===== config.mk =====
export PLATFORM = sky130hd
export DESIGN_NAME = spike_rate_decoder
export DESIGN_NICKNAME = d
export VERILOG_FILES = /design/src/rtl/spike_rate_decoder.sv
export SDC_FILE = /design/constraint.sdc
export NUM_CORES = 1
export LEC_CHECK = 0
export CAP_MARGIN = 20
export CORE_MARGIN = 10
export CORE_UTILIZATION = 59
export CTS_BUF_LIST = sky130_fd_sc_hd__clkbuf_4 sky130_fd_sc_hd__clkbuf_8
export CTS_CLUSTER_SIZE = 20
export DETAILED_ROUTE_END_ITERATION = 12
export PLACE_DENSITY = 0.93
export SLEW_MARGIN = 20
export SYNTH_ARGS = -nofsm -noshare
export SYNTH_HDL_FRONTEND = slang
export SYNTH_SLANG_ARGS = --single-unit

===== constraint.sdc =====
create_clock -name clk -period 3.2 [get_ports clk]
set_input_delay 0.64 -clock clk [delete_from_list [all_inputs] [get_ports clk]]
set_output_delay 0.64 -clock clk [all_outputs]
set_load 0.01 [all_outputs]

===== src/rtl/spike_rate_decoder.sv =====
// Spike-count rate decoder: per-window spike totals through a valid/ready register.
// Optional inter-spike interval reporting is enabled by defining SPIKE_ISI_EN.
module spike_rate_decoder #(
  parameter int WINDOW = 64
) (
  input  logic       clk,
  input  logic       rst_n,
  input  logic       ena,
  input  logic       spike_in,
  input  logic       out_ready,
  output logic       out_valid,
  output logic [7:0] out_count,
  output logic       out_overflow,
  output logic       out_lost,
  output logic [7:0] out_isi
);

  localparam logic [7:0] LAST = 8'(WINDOW - 1);

  typedef enum logic {
    EMPTY,
    FULL
  } state_t;

  state_t     state;
  state_t     state_nx;
  logic [7:0] win_cnt;
  logic [7:0] spk_cnt;
  logic       ovf;
  logic [7:0] res_cnt;
  logic       res_ovf;
  logic       closing;
  logic       load;
  logic       xfer;

  assign closing   = (win_cnt == LAST);
  assign load      = ena & closing;
  assign out_valid = (state == FULL);
  assign xfer      = out_valid & out_ready;

  // Count including this cycle's spike, saturated, with sticky overflow.
  always_comb begin
    res_cnt = spk_cnt;
    res_ovf = ovf;
    if (spike_in) begin
      if (spk_cnt == 8'hFF) begin
        res_ovf = 1'b1;
      end else begin
        res_cnt = spk_cnt + 8'd1;
      end
    end
  end

  // Window position; wraps on the closing cycle.
  always_ff @(posedge clk or negedge rst_n) begin
    if (!rst_n) begin
      win_cnt <= '0;
    end else if (ena) begin
      win_cnt <= closing ? 8'd0 : win_cnt + 8'd1;
    end
  end

  // Spike accumulator, cleared when a window closes.
  always_ff @(posedge clk or negedge rst_n) begin
    if (!rst_n) begin
      spk_cnt <= '0;
      ovf     <= 1'b0;
    end else if (ena) begin
      if (closing) begin
        spk_cnt <= '0;
        ovf     <= 1'b0;
      end else begin
        spk_cnt <= res_cnt;
        ovf     <= res_ovf;
      end
    end
  end

  // Output register occupancy state.
  always_ff @(posedge clk or negedge rst_n) begin
    if (!rst_n) begin
      state <= EMPTY;
    end else begin
      state <= state_nx;
    end
  end

  // A load always wins; a transfer alone empties the register.
  always_comb begin
    state_nx = state;
    if (load) begin
      state_nx = FULL;
    end else if (xfer) begin
      state_nx = EMPTY;
    end
  end

  // Result data; held across transfers until the next load.
  always_ff @(posedge clk or negedge rst_n) begin
    if (!rst_n) begin
      out_count    <= '0;
      out_overflow <= 1'b0;
      out_lost     <= 1'b0;
    end else if (load) begin
      out_count    <= res_cnt;
      out_overflow <= res_ovf;
      out_lost     <= out_valid & ~out_ready;
    end
  end

`ifdef SPIKE_ISI_EN
  logic [7:0] isi_cnt;
  logic [7:0] isi_last;
  logic [7:0] isi_meas;
  logic [7:0] isi_load;
  logic       seen;

  // Interval ending now, and the value a load would capture.
  always_comb begin
    isi_meas = (isi_cnt == 8'hFF) ? 8'hFF : isi_cnt + 8'd1;
    isi_load = isi_last;
    if (ena && spike_in && seen) begin
      isi_load = isi_meas;
    end
  end

  // Interval timer; runs across window boundaries.
  always_ff @(posedge clk or negedge rst_n) begin
    if (!rst_n) begin
      isi_cnt  <= '0;
      isi_last <= '0;
      seen     <= 1'b0;
    end else if (ena) begin
      if (spike_in) begin
        if (seen) begin
          isi_last <= isi_meas;
        end
        isi_cnt <= '0;
        seen    <= 1'b1;
      end else if (isi_cnt != 8'hFF) begin
        isi_cnt <= isi_cnt + 8'd1;
      end
    end
  end

  // Interval snapshot taken with each result.
  always_ff @(posedge clk or negedge rst_n) begin
    if (!rst_n) begin
      out_isi <= '0;
    end else if (load) begin
      out_isi <= isi_load;
    end
  end
`else
  assign out_isi = 8'd0;
`endif

endmodule


# == Word level (Yosys, flattened, before mapping) ==
# Index checks and enable logic that the tools add are counted.
# W data, S select, Z words.
# totals
regBits,28
inputBits,5
# classes
add_sub_neg,2
eq_ne,2
mux,9
reduce_logical,1
bitwise_logic,4
# op_table
operator,n
$mux W8,4
$add A8 B1 Y8 const B,2
$eq A8 B6 Y1 const B,1
$eq A8 B8 Y1 const B,1
$mux W1,5
$and A1 B1 Y1,3
$reduce_bool A2 Y1,1
$not A1 Y1,1

# == Depth between registers and ports, before layout ==
# Gate-level depths: netlist of the first run.
# depth
word_depth,4
ltp_mapped,7

# == Least setup slack after synthesis of the first run ==
# Ideal clock, no wire load.
# synth_path
path_type,input -> register
from,input port ena
to,register out_count[2]
slack_ns,1.522
stages,6
setup_time_ns,0.122
t_arrival_ns,1.557
required_ns,3.078
cell_sequence,nand2_1 > or4_1 > buf_6 > buf_6 > nand2_1 > o31ai_2
# synth_via
elab_chain_len,1
# synth_lines
element,line_no,source
from (decl),8,"input logic ena,"
$and A1 B1 Y1,37,assign load = ena & closing;
to (signal assigned),105,out_count <= res_cnt;
to (decl),12,"output logic [7:0] out_count,"
# No other way between the ends.
# A chain may end at the register's enable or synchronous reset.

# == Final worst setup path of the first run ==
# layout_path
from,input port ena
to,register out_count[1]
# Same word-level chain as after synthesis.

==> summary.md, run 1 <==
The flow ran to the end, and the final reports show no timing, DRC or antenna violations. The largest fanout on the critical path works out to 16. By area, the combinational part of the netlist is dominated by simple AND/OR/NAND/NOR gates. The transition at the pin with the smallest max-transition slack was 0.579 ns.

For this run, design rule violations remaining after detail routing come to 0. After clock tree synthesis, the setup repair step added 0 buffers. After detailed routing, the average wire length per cell comes to 15.3 µm. The worst setup path is captured at a flop. The post-synthesis share of cell area spent on and, or, nand and nor gates is 20.0%, and the upper clock frequency limit is 485 MHz. The number of global-route vias before repair was 1,134. The floorplan step set the die height to 69.5 µm.

The run gives 0.836 as the final weighted congestion of routability-driven global placement. TritonCTS built the clock tree. For this run, the register share of the synthesized area comes to 48.4%. In this design, the critical path's most frequently occurring cell is sky130_fd_sc_hd__a21oi_1.

The leakage power figure is 0.733 nW, and the register clock-pin slew on the reported worst setup and hold paths is 0.15 ns. The total wire length is 2.92 mm, and the xor-xnor portion of the synthesized cell area is 4.24%. For this run the aggregate overflow at the end of global routing stands at 0. For this run, the detailed router's first-pass iteration total came to 4. Synthesis handed over a netlist of 148 instances. Number of warning messages in the yosys log: 0.

Fraction of layout cells with a size suffix above 1: 7.98%. Gates resized during post-CTS repair numbered 0. The post-route clock period utilization is 64.4%. The tools report the final net count as 171. In this run the deepest clock path goes through 2 buffers. Leaving out fill and tap cells, the most frequent cell in the layout is sky130_fd_sc_hd__dfrtp_1. The buffer type at the clock tree root is sky130_fd_sc_hd__clkbuf_4. End-of-flow core utilization: 71.1%.

The antenna diode count was 0; the total global routing track utilization was 12.2%. The synthesized netlist devotes 1.73% of its cell area to adder and majority cells. The worst setup path is of the input pin to flop kind. Setup repair after global routing left no endpoint under its margin. Summing the areas of all compound-gate instances in the mapped netlist gives 14.9% of the synthesized area. The average cell area after synthesis is 9.77 µm². In the layout the commonest cells are sky130_fd_sc_hd__dfrtp_1, sky130_fd_sc_hd__clkdlybuf4s50_1, sky130_fd_sc_hd__nand2_1. The total of hold buffers inserted after clock tree synthesis was 0. The endpoint of the worst register-to-register path was out_count[1]$_DFFE_PN0P_. Die outline width: 69.5 µm.

Shortest period the worst path allows: 2.06 ns. At the worst endpoint, the required time is 3.43 ns. After floorplanning, the core was sized to cover 2280 µm². For this design the top-level I/O count stands at 24. The number of routed nets with antenna violations is 0, and the final-layout setup total negative slack is 0 ns. In this run, CTS created clock tree buffers numbering 3.

The maximum single-stage delay on the critical path works out to 0.73 ns. The startpoint identified for the worst register-to-register timing path is win_cnt[0]$_DFFE_PN0P_. The signal on the critical path passes through clkdlybuf4s50_1 > nand2_1 > or4_1 > a21oi_1 > a21oi_1. CTS H-tree depth: 1. The pin count of the biggest net entering global routing was 29; the HPWL reported at the end of detailed placement was 2.22 mm. The routed layout has 1,102 vias. The classification of the worst-slack hold path is flop to flop. After detailed routing, the number of vias per cell comes to 5.77. The first global-routing pass estimated 5.07 mm of wire.

The count of max-cap constraint violations is 0, and the number of antenna violations at the first check in global routing is 0. Measured in cells, the most critical reg-to-reg path has a length of 5. Capture point of the critical path: out_count[1]$_DFFE_PN0P_. The area of the multi-input gates came out at 651 µm². The worst-case IR drop observed on VDD is 0.000386 V. Compared with the post-synthesis result, the final layout area differs by 11.9%.

For this block, the initial DRC count from the detailed router was 57. After synthesis, the share of flip-flops with an asynchronous set or reset is 100%. Data arrival time of the critical path: 2.29 ns. Worst setup margin: 1.14 ns. The tools report the worst setup path startpoint as ena.

The die covers 4830 µm². The largest individual stage delay along the critical path comes from the cell sky130_fd_sc_hd__or4_1. The predominant post-synthesis flop cell was sky130_fd_sc_hd__dfrtp_1. The layout filler cell count is 162.

The cell area that synthesis handed to floorplanning was 1450 µm². The number of distinct library cells after synthesis was 38; the number of buffer cells added on primary ports was 15. The synthesized flop and latch total was 28. The setup check on the worst reg-to-reg path leaves a slack of 1.29 ns. The later pin in the worst-skew pair is clocked with a latency of 0.33 ns. For this design the ratio of total power to cell area is 546 nW/µm². Setup violations remaining at the end of the flow were counted as 0. Initial core utilization: 63.6%.

The run gives 0 as the count of pins over their slew limit. Headroom to the max-slew limit came out at 61.4%. Counting flops with a built-in enable in the synthesized netlist gives 0. In the final layout, flip-flops and latches occupy 701 µm². The logs give 17 for the standard-cell row count and 28 for the number of clock sinks. The share of synthesized area spent on multiplexers works out to 2.08%. For the final worst clock skew, the log shows 0.00502 ns.

The tools report the number of hold-slack violations in the final timing report as 0. The kind of launch point of the worst setup path was an input pin. OpenSTA, run right after detailed placement, puts the worst setup slack at 0.756 ns.
## worst max-delay path, delay by kind of cell
| family | cells | cell delay (ns) |
|---|---|---|
| simple gates | 2 | 0.86 |
| buf+inv | 1 | 0.47 |
| compound gates | 2 | 0.32 |
## worst min path at each step
stage / start / to / slack (ns) / cells after the start
6_report: out_lost$_DFFE_PN0P_ / out_lost$_DFFE_PN0P_ / 0.50 / 2
5_1_grt: out_lost$_DFFE_PN0P_ / out_lost$_DFFE_PN0P_ / 0.52 / 2
4_1_cts: out_lost$_DFFE_PN0P_ / out_lost$_DFFE_PN0P_ / 0.50 / 2
3_5_place_dp: out_lost$_DFFE_PN0P_ / out_lost$_DFFE_PN0P_ / 0.47 / 2
3_3_place_gp: out_lost$_DFFE_PN0P_ / out_lost$_DFFE_PN0P_ / 0.46 / 2
2_1_floorplan: rst_n / out_count[0]$_DFFE_PN0P_ / 0.34 / 0
## state kept, by name, indices dropped and copies added, names as in the netlist
register	count
out_valid	1
win_cnt	8
out_overflow	1
out_count	8
spk_cnt	8
ovf	1
out_lost	1
## cells by family (layout without fill, tap and decap cells)
kind of cell	Yosys count	after routing
flip-flops	28	28
buffers and inverters	20	28
AND/OR/NAND/NOR	52	52
other	1	8
multiplexers	3	3
adder cells (fa/ha/maj)	2	2
AO/OA/AOI/OAI	35	35
XOR/XNOR	7	7
## final cells by class
type | count | share of cell area [%]
multi-input cells | 107 | 40.2
repair buffers | 18 | 10.7
inverters | 6 | 1.39
well taps | 28 | 2.17
clock buffers | 4 | 2.24
flip-flops and latches | 28 | 43.3
## cells in the mapped netlist, types with 3 or more instances
| library cell | number | share of area (%) |
|---|---|---|
| sky130_fd_sc_hd__dfrtp_1 | 28 | 48 |
| sky130_fd_sc_hd__nand2_1 | 14 | 3.6 |
| sky130_fd_sc_hd__a21oi_1 | 10 | 3.5 |
| sky130_fd_sc_hd__nand3_1 | 9 | 3.1 |
| sky130_fd_sc_hd__buf_4 | 8 | 4.2 |
| sky130_fd_sc_hd__o21ai_0 | 8 | 2.8 |
| sky130_fd_sc_hd__nor2_1 | 7 | 1.8 |
| sky130_fd_sc_hd__inv_1 | 6 | 1.6 |
| sky130_fd_sc_hd__and4_1 | 5 | 3.0 |
| sky130_fd_sc_hd__nand4_1 | 5 | 2.2 |
| sky130_fd_sc_hd__xnor2_1 | 4 | 2.4 |
| sky130_fd_sc_hd__and2_1 | 3 | 1.3 |
| sky130_fd_sc_hd__mux2i_1 | 3 | 2.1 |
| sky130_fd_sc_hd__o21ai_1 | 3 | 1.0 |
| sky130_fd_sc_hd__xor2_1 | 3 | 1.8 |
## metal layers
| layer | up-vias | share of wire, % | GRT usage (%) |
|---|---|---|---|
| met2 | 35 | 49 | 20.7 |
| met1 | 521 | 43 | 14.1 |
| met4 | 0 | 0.96 | 4.21 |
| met5 | - | 0 | 0 |
| met3 | 6 | 6.2 | 3.42 |
| li1 | 540 | - | - |
## power breakdown
| group | internal [mW] | leakage, nW | switching [mW] | total, mW |
|---|---|---|---|---|
| registers | 0.420 | 0.369 | 0.0934 | 0.514 |
| clock network | 0.0696 | 0.0210 | 0.104 | 0.174 |
| logic | 0.0927 | 0.343 | 0.103 | 0.196 |
## through the flow
stage	power, mW	cell area (µm²)	instances	hold WS, ns
after floorplan	0.643	1470	155	0.344
after global placement	0.695	1580	187	0.464
after detailed placement	0.713	1580	187	0.474
after CTS	0.886	1620	191	0.501
after global routing	0.947	1620	191	0.517
final	0.884	1620	191	0.499
Power figures use the tool's default switching activity.
==> run 2, diff against run 1 <==
--- a/config.mk
+++ b/config.mk
@@ -7,11 +7,11 @@
 export LEC_CHECK = 0
 export CAP_MARGIN = 20
 export CORE_MARGIN = 10
-export CORE_UTILIZATION = 59
+export CORE_UTILIZATION = 54
 export CTS_BUF_LIST = sky130_fd_sc_hd__clkbuf_4 sky130_fd_sc_hd__clkbuf_8
 export CTS_CLUSTER_SIZE = 20
 export DETAILED_ROUTE_END_ITERATION = 12
-export PLACE_DENSITY = 0.93
+export PLACE_DENSITY = 0.87
 export SLEW_MARGIN = 20
 export SYNTH_ARGS = -nofsm -noshare
 export SYNTH_HDL_FRONTEND = slang
==> constraint.sdc (replaced) <==
create_clock -name clk -period 1.9 [get_ports clk]
set_input_delay 0.38 -clock clk [delete_from_list [all_inputs] [get_ports clk]]
set_output_delay 0.38 -clock clk [all_outputs]
set_load 0.01 [all_outputs]
==> summary.md, run 2 (synthesis gave the netlist of run 1 again) <==
The run finished with clean final reports. The data arrival time of the critical path is 1.97 ns (-0.32 ns). In this run the clock root is driven by a sky130_fd_sc_hd__clkbuf_4. The total of hold buffers inserted after clock tree synthesis came out at 0 (unchanged). The number of antenna violations at the first check in global routing was 0 (unchanged). The run gives 28 (unchanged) as the number of clock sinks. The residual DRC count is 0 (unchanged), and the standard-cell row count is 18 (+1).

The maximum single-stage delay on the critical path is 0.50 ns (-0.23 ns). Leaving out fill and tap cells, the most frequent cell in the layout is sky130_fd_sc_hd__dfrtp_1. The clock latency on the worst-skew pair was 0.34 ns (about the same); the final worst clock skew was 0.00751 ns (+0.00249 ns). The tools report the number of routed nets with antenna violations as 0 (unchanged).

The placeable core region came out at 2520 µm² (+11%). Number of vias per cell after detailed routing: 5.95 (+3.1%). Traced cell by cell, the critical path runs through nand4_2 > or4_1 > buf_4 > o31ai_1. The count of TritonRoute iterations in the first routing pass came out at 4 (unchanged). The reg2reg setup slack was 0.18 ns (-1.11 ns).

The logs give 2 (unchanged) for the largest buffer count on any clock path and 1 (unchanged) for the CTS H-tree depth. The die span in y was 71.8 µm (+3.2%); the area used by sequential logic in the layout was 701 µm² (unchanged). The number of buffers created by CTS is 3 (unchanged), and the die outline width is 71.8 µm (+3.2%). The global routing's busiest layer is met2.

Endpoint class of the critical path: a flop. STA classifies the critical path startpoint as a flop. The worst setup path is of the flop to flop kind.

Dividing the final minimum period by the clock period gives 90.6%. The global routing usage on met2 was 18.8% (-1.8 points). For the highest ir drop seen on vdd, the log shows 0.000649 V (+68%). The cell area after placement is 1610 µm² (+2.1%).

Classification of the worst-slack hold path: input pin to async pin. The logs give 0 (unchanged) for the count of max-cap constraint violations and 29 (unchanged) for the pin count of the biggest net entering global routing. Area of the multi-input gates: 654 µm² (+0.58%). The total wire length was 2.93 mm (+0.10%).

The slowest stage of the critical path belongs to the cell sky130_fd_sc_hd__or4_1. The run gives 11.4% (-0.75 points) as the total global routing track utilization. The largest registers in the layout are out_count: 8 flops, spk_cnt: 8 flops, win_cnt: 8 flops. Startpoint of the most critical register-to-register path: win_cnt[2]$_DFFE_PN0P_. Number of failing setup endpoints in the final timing report: 0 (unchanged).

For the leftover overflow at the end of global routing, the log shows 0 (unchanged). Setup repair after global routing left no endpoint under its margin. The leakage power figure is 0.761 nW (+3.8%). Final weighted congestion of routability-driven global placement: 0.946 (+13%).

Leaving out fill and tap cells, the most frequent cells in the layout are sky130_fd_sc_hd__dfrtp_1, sky130_fd_sc_hd__clkdlybuf4s50_1, sky130_fd_sc_hd__nand2_1. TritonCTS built the clock tree. The area enclosed by the die boundary is 5150 µm² (+6.6%), and the register clock-pin slew on the reported worst setup and hold paths is 0.16 ns (about the same).

The met3 track demand over resource in global routing is 3.17% (-0.26 points), and the total power per unit cell area is 964 nW/µm² (+77%). The I/O pin total was 24 (unchanged); the number of buffer cells added on primary ports was 15 (unchanged). The tools report the detailed-route via count as 1,172 (+6.4%). The run gives 2.16 mm (-2.8%) as the HPWL reported at the end of detailed placement.

The initial core utilization was 57.3% (-6.2 points). Wire length of the first global-routing pass: 4.94 mm (-2.6%). The fraction of layout cells with a size suffix above 1 was 10.8% (+2.8 points); the final-layout setup total negative slack was 0 ns (unchanged).

For the post-route standard cell area excluding fillers, the log shows 1670 µm² (+3.2%). Subtracting the final worst setup slack from the clock period gives 1.72 ns. Count of pins over their slew limit: 0 (unchanged). The worst register-to-register path ends at out_lost$_DFFE_PN0P_.

The largest fanout on the critical path came out at 16 (unchanged). The growth of design area from synthesis to finish is 15.5%, and the required time of the critical path is 2.15 ns (-1.28 ns). The final net count is 175 (+2.3%). The number of global-route vias before repair is 1,087 (-4.1%). Layout filler cell count: 209 (+29%). The antenna diode count is 0 (unchanged), and the worst-case reg-to-reg path depth is 4 (-1). The upper clock frequency limit was 581 MHz. The number of DRC markers after the initial detailed-route iteration is 94 (+65%). The final routed wire length divided by cell count is 14.8 µm (-2.9%), and the met1 usage is 13.6% (-0.50 points). The run gives 0 (unchanged) as the number of hold-slack violations in the final timing report.
[run 2: stage by stage]
| step | util [%] | std cells | setup WS [ns] | hold slack (ns) | total power, mW |
|---|---|---|---|---|---|
| after floorplan | - | 155 | 0.292 | 0.0844 | 1.08 |
| after global placement | 64.0 | 193 | 0.0510 | 0.461 | 1.18 |
| after detailed placement | 64.0 | 193 | -0.00966 | 0.479 | 1.21 |
| after CTS | 66.1 | 197 | 0.134 | 0.399 | 1.62 |
| after global routing | 66.2 | 197 | 0.0538 | 0.404 | 1.70 |
| final | 66.2 | 197 | 0.178 | 0.390 | 1.61 |
[run 2: worst max path at each step]
| stage | to | slack, ns | cells past startpoint | startpoint |
|---|---|---|---|---|
| 2_1_floorplan | out_count[2]$_DFFE_PN0P_ | 0.29 | 7 | win_cnt[0]$_DFFE_PN0P_ |
| 3_3_place_gp | out_count[2]$_DFFE_PN0P_ | 0.05 | 5 | ena |
| 4_1_cts | spk_cnt[1]$_DFFE_PN0P_ | 0.13 | 4 | win_cnt[2]$_DFFE_PN0P_ |
| 5_1_grt | out_lost$_DFFE_PN0P_ | 0.05 | 4 | win_cnt[2]$_DFFE_PN0P_ |
| 3_5_place_dp | out_lost$_DFFE_PN0P_ | -0.01 | 5 | ena |
| 6_report | out_lost$_DFFE_PN0P_ | 0.18 | 4 | win_cnt[2]$_DFFE_PN0P_ |
[run 2: repair_timing]
action	in CTS	in global routing
resized for setup	0	1
endpoints found under the setup margin	0	1
setup buffers	0	0
[run 2: final cells by class]
class                           count  area share [%]
Tap cell                           30            2.25
Timing Repair Buffer               22            12.1
Inverter                            6            1.35
Clock buffer                        3            1.35
Multi-Input combinational cell    107            39.2
Clock inverter                      1            1.80
Sequential cell                    28            41.9
[run 2: routing by layer]
metal / wire length [µm] / part of all wire (%) / vias up
met2: 1500 / 51 / 40
li1: - / - / 555
met3: 201 / 6.9 / 4
met4: 32 / 1.1 / 0
met1: 1190 / 41 / 573
met5: 0 / 0 / -
[run 2: power by group]
part / switching, mW / internal [mW] / total, mW
Sequential: 0.163 / 0.708 / 0.870
Clock: 0.185 / 0.214 / 0.399
Combinational: 0.177 / 0.165 / 0.342
[run 2: critical path, delay by kind of cell (launching register included)]
family / cells / cell delay, ns
AND/OR/NAND/NOR: 2 / 0.68
flip-flops: 1 / 0.49
AO/OA/AOI/OAI: 1 / 0.25
buffers and inverters: 1 / 0.21
==> run 3, diff against run 2 <==
--- a/config.mk
+++ b/config.mk
@@ -9,10 +9,11 @@
 export CORE_MARGIN = 10
 export CORE_UTILIZATION = 54
 export CTS_BUF_LIST = sky130_fd_sc_hd__clkbuf_4 sky130_fd_sc_hd__clkbuf_8
+export CTS_CLUSTER_DIAMETER = 80
 export CTS_CLUSTER_SIZE = 20
 export DETAILED_ROUTE_END_ITERATION = 12
 export PLACE_DENSITY = 0.87
-export SLEW_MARGIN = 20
+export SLEW_MARGIN = 10
 export SYNTH_ARGS = -nofsm -noshare
 export SYNTH_HDL_FRONTEND = slang
 export SYNTH_SLANG_ARGS = --single-unit
==> results of run 3 <==
The final DEF is identical to that of run 2; final timing and power are the same.
==> variant, RTL diff (settings of run 3) <==
Build with the macro `SPIKE_ISI_EN` defined.
--- a/src/rtl/spike_rate_decoder.sv
+++ b/src/rtl/spike_rate_decoder.sv
@@ -1,5 +1,7 @@
 // Spike-count rate decoder: per-window spike totals through a valid/ready register.
 // Optional inter-spike interval reporting is enabled by defining SPIKE_ISI_EN.
+`define SPIKE_ISI_EN
+
 module spike_rate_decoder #(
   parameter int WINDOW = 64
 ) (
Behaviour: same outputs for any inputs over 10 cycles, from zero or initial values and one cycle with rst_n low; that may be too few to reach the edited logic, so the function may still have changed.
==> variant against run 3 <==
Sequential cell count is 25 higher. Utilization is essentially flat. Synthesized cell count rose by 70%. Via count increased by 77%. Routed wire length is 92% higher. Final area rose by 86%. Maximum frequency decreased by 3.5%. Count of clock-buffer cells in the layout grew 3. Total power increased by 72%. Setup slack got worse by 62 ps. Synthesized area is 80% higher. First-iteration DRC count grew to 2.7 times the old value. Largest cell class unchanged. Highest routed layer unchanged.
==> variant: results <==
[grt]
grtUsageMet2_pct = 24.2
use_met3_pct = 2.83

[placed_design]
pre_cts_ws_ps = -102
dpl.hpwl_um = 4000
gp_congestion = 0.853
io_buffers = 23

[detailed_routing]
wl_met3_um = 266
wl_met2_um = 2740
viasPerCell = 5.98
vias = 2075

[logic_synthesis]
synth_area_leaders = "dfrtp_1, mux2_2, nand2_1, a21oi_1, nor2_1"
synth_cell_type_count = 49
synth_cells = 252

[clocking]
worst_setup_hold_path_clk_slew_ps = 100
cts-root-buf = "clkbuf_8"

[power]
internal_power_mw = 1.88
p_leak_nw = 1.35
p_seq_mw = 1.51
power.switching_uw = 886
irDropWorstVdd_mv = 0.467

[timing]
clock_skew_ps = 11.6

[finish]
buffer_area_share_pct = 13.9
regArea_sq_mm = 0.00133
clock_area_share_pct = 3.10
area_growth_pct = 19.4
final_nets = 300
multi_input_area_share_pct = 37.2
fill_cells = 367
inverters_excl_clock = 7

[critical_path]
rr_worst_depth = 5
worstSetupEndpoint = "out_isi[5]"
r2r-end = "out_isi[5]"

[run_status]
status = "finished, final reports clean"
variant: cell types whose count changed in the layout (fill, tap and decap cells not counted), moves of 10 or more:
cell     change
dfrtp_1     +25
buf_4       +18
mux2_2      +10
nor2_1      +16
nand2_1     +11
variant: critical path, stage by stage, from the launching register on:
cell and delay [ps]:
dfrtp_1 400, ha_1 250, and4_1 200, nand2_1 320, a41oi_1 210, mux2_2 300
variant: worst min-delay path by stage:
stage / startpoint / endpoint / slack, ps
floorplan: rst_n / isi_cnt[0] / 80
global placement: rst_n / out_isi[5] / 390
detailed placement: rst_n / out_isi[5] / 390
CTS: rst_n / out_isi[5] / 50
global route: rst_n / isi_cnt[0] / 60
finish: rst_n / isi_cnt[1] / 40
variant: cell families after synthesis:
kind of cell	share of synthesized area, %
AO/OA/AOI/OAI	15.8
XOR/XNOR	3.37
adder cells (fa/ha/maj)	1.44
buffers and inverters	4.57
flip-flops	51.0
multiplexers	4.71
AND/OR/NAND/NOR	19.1
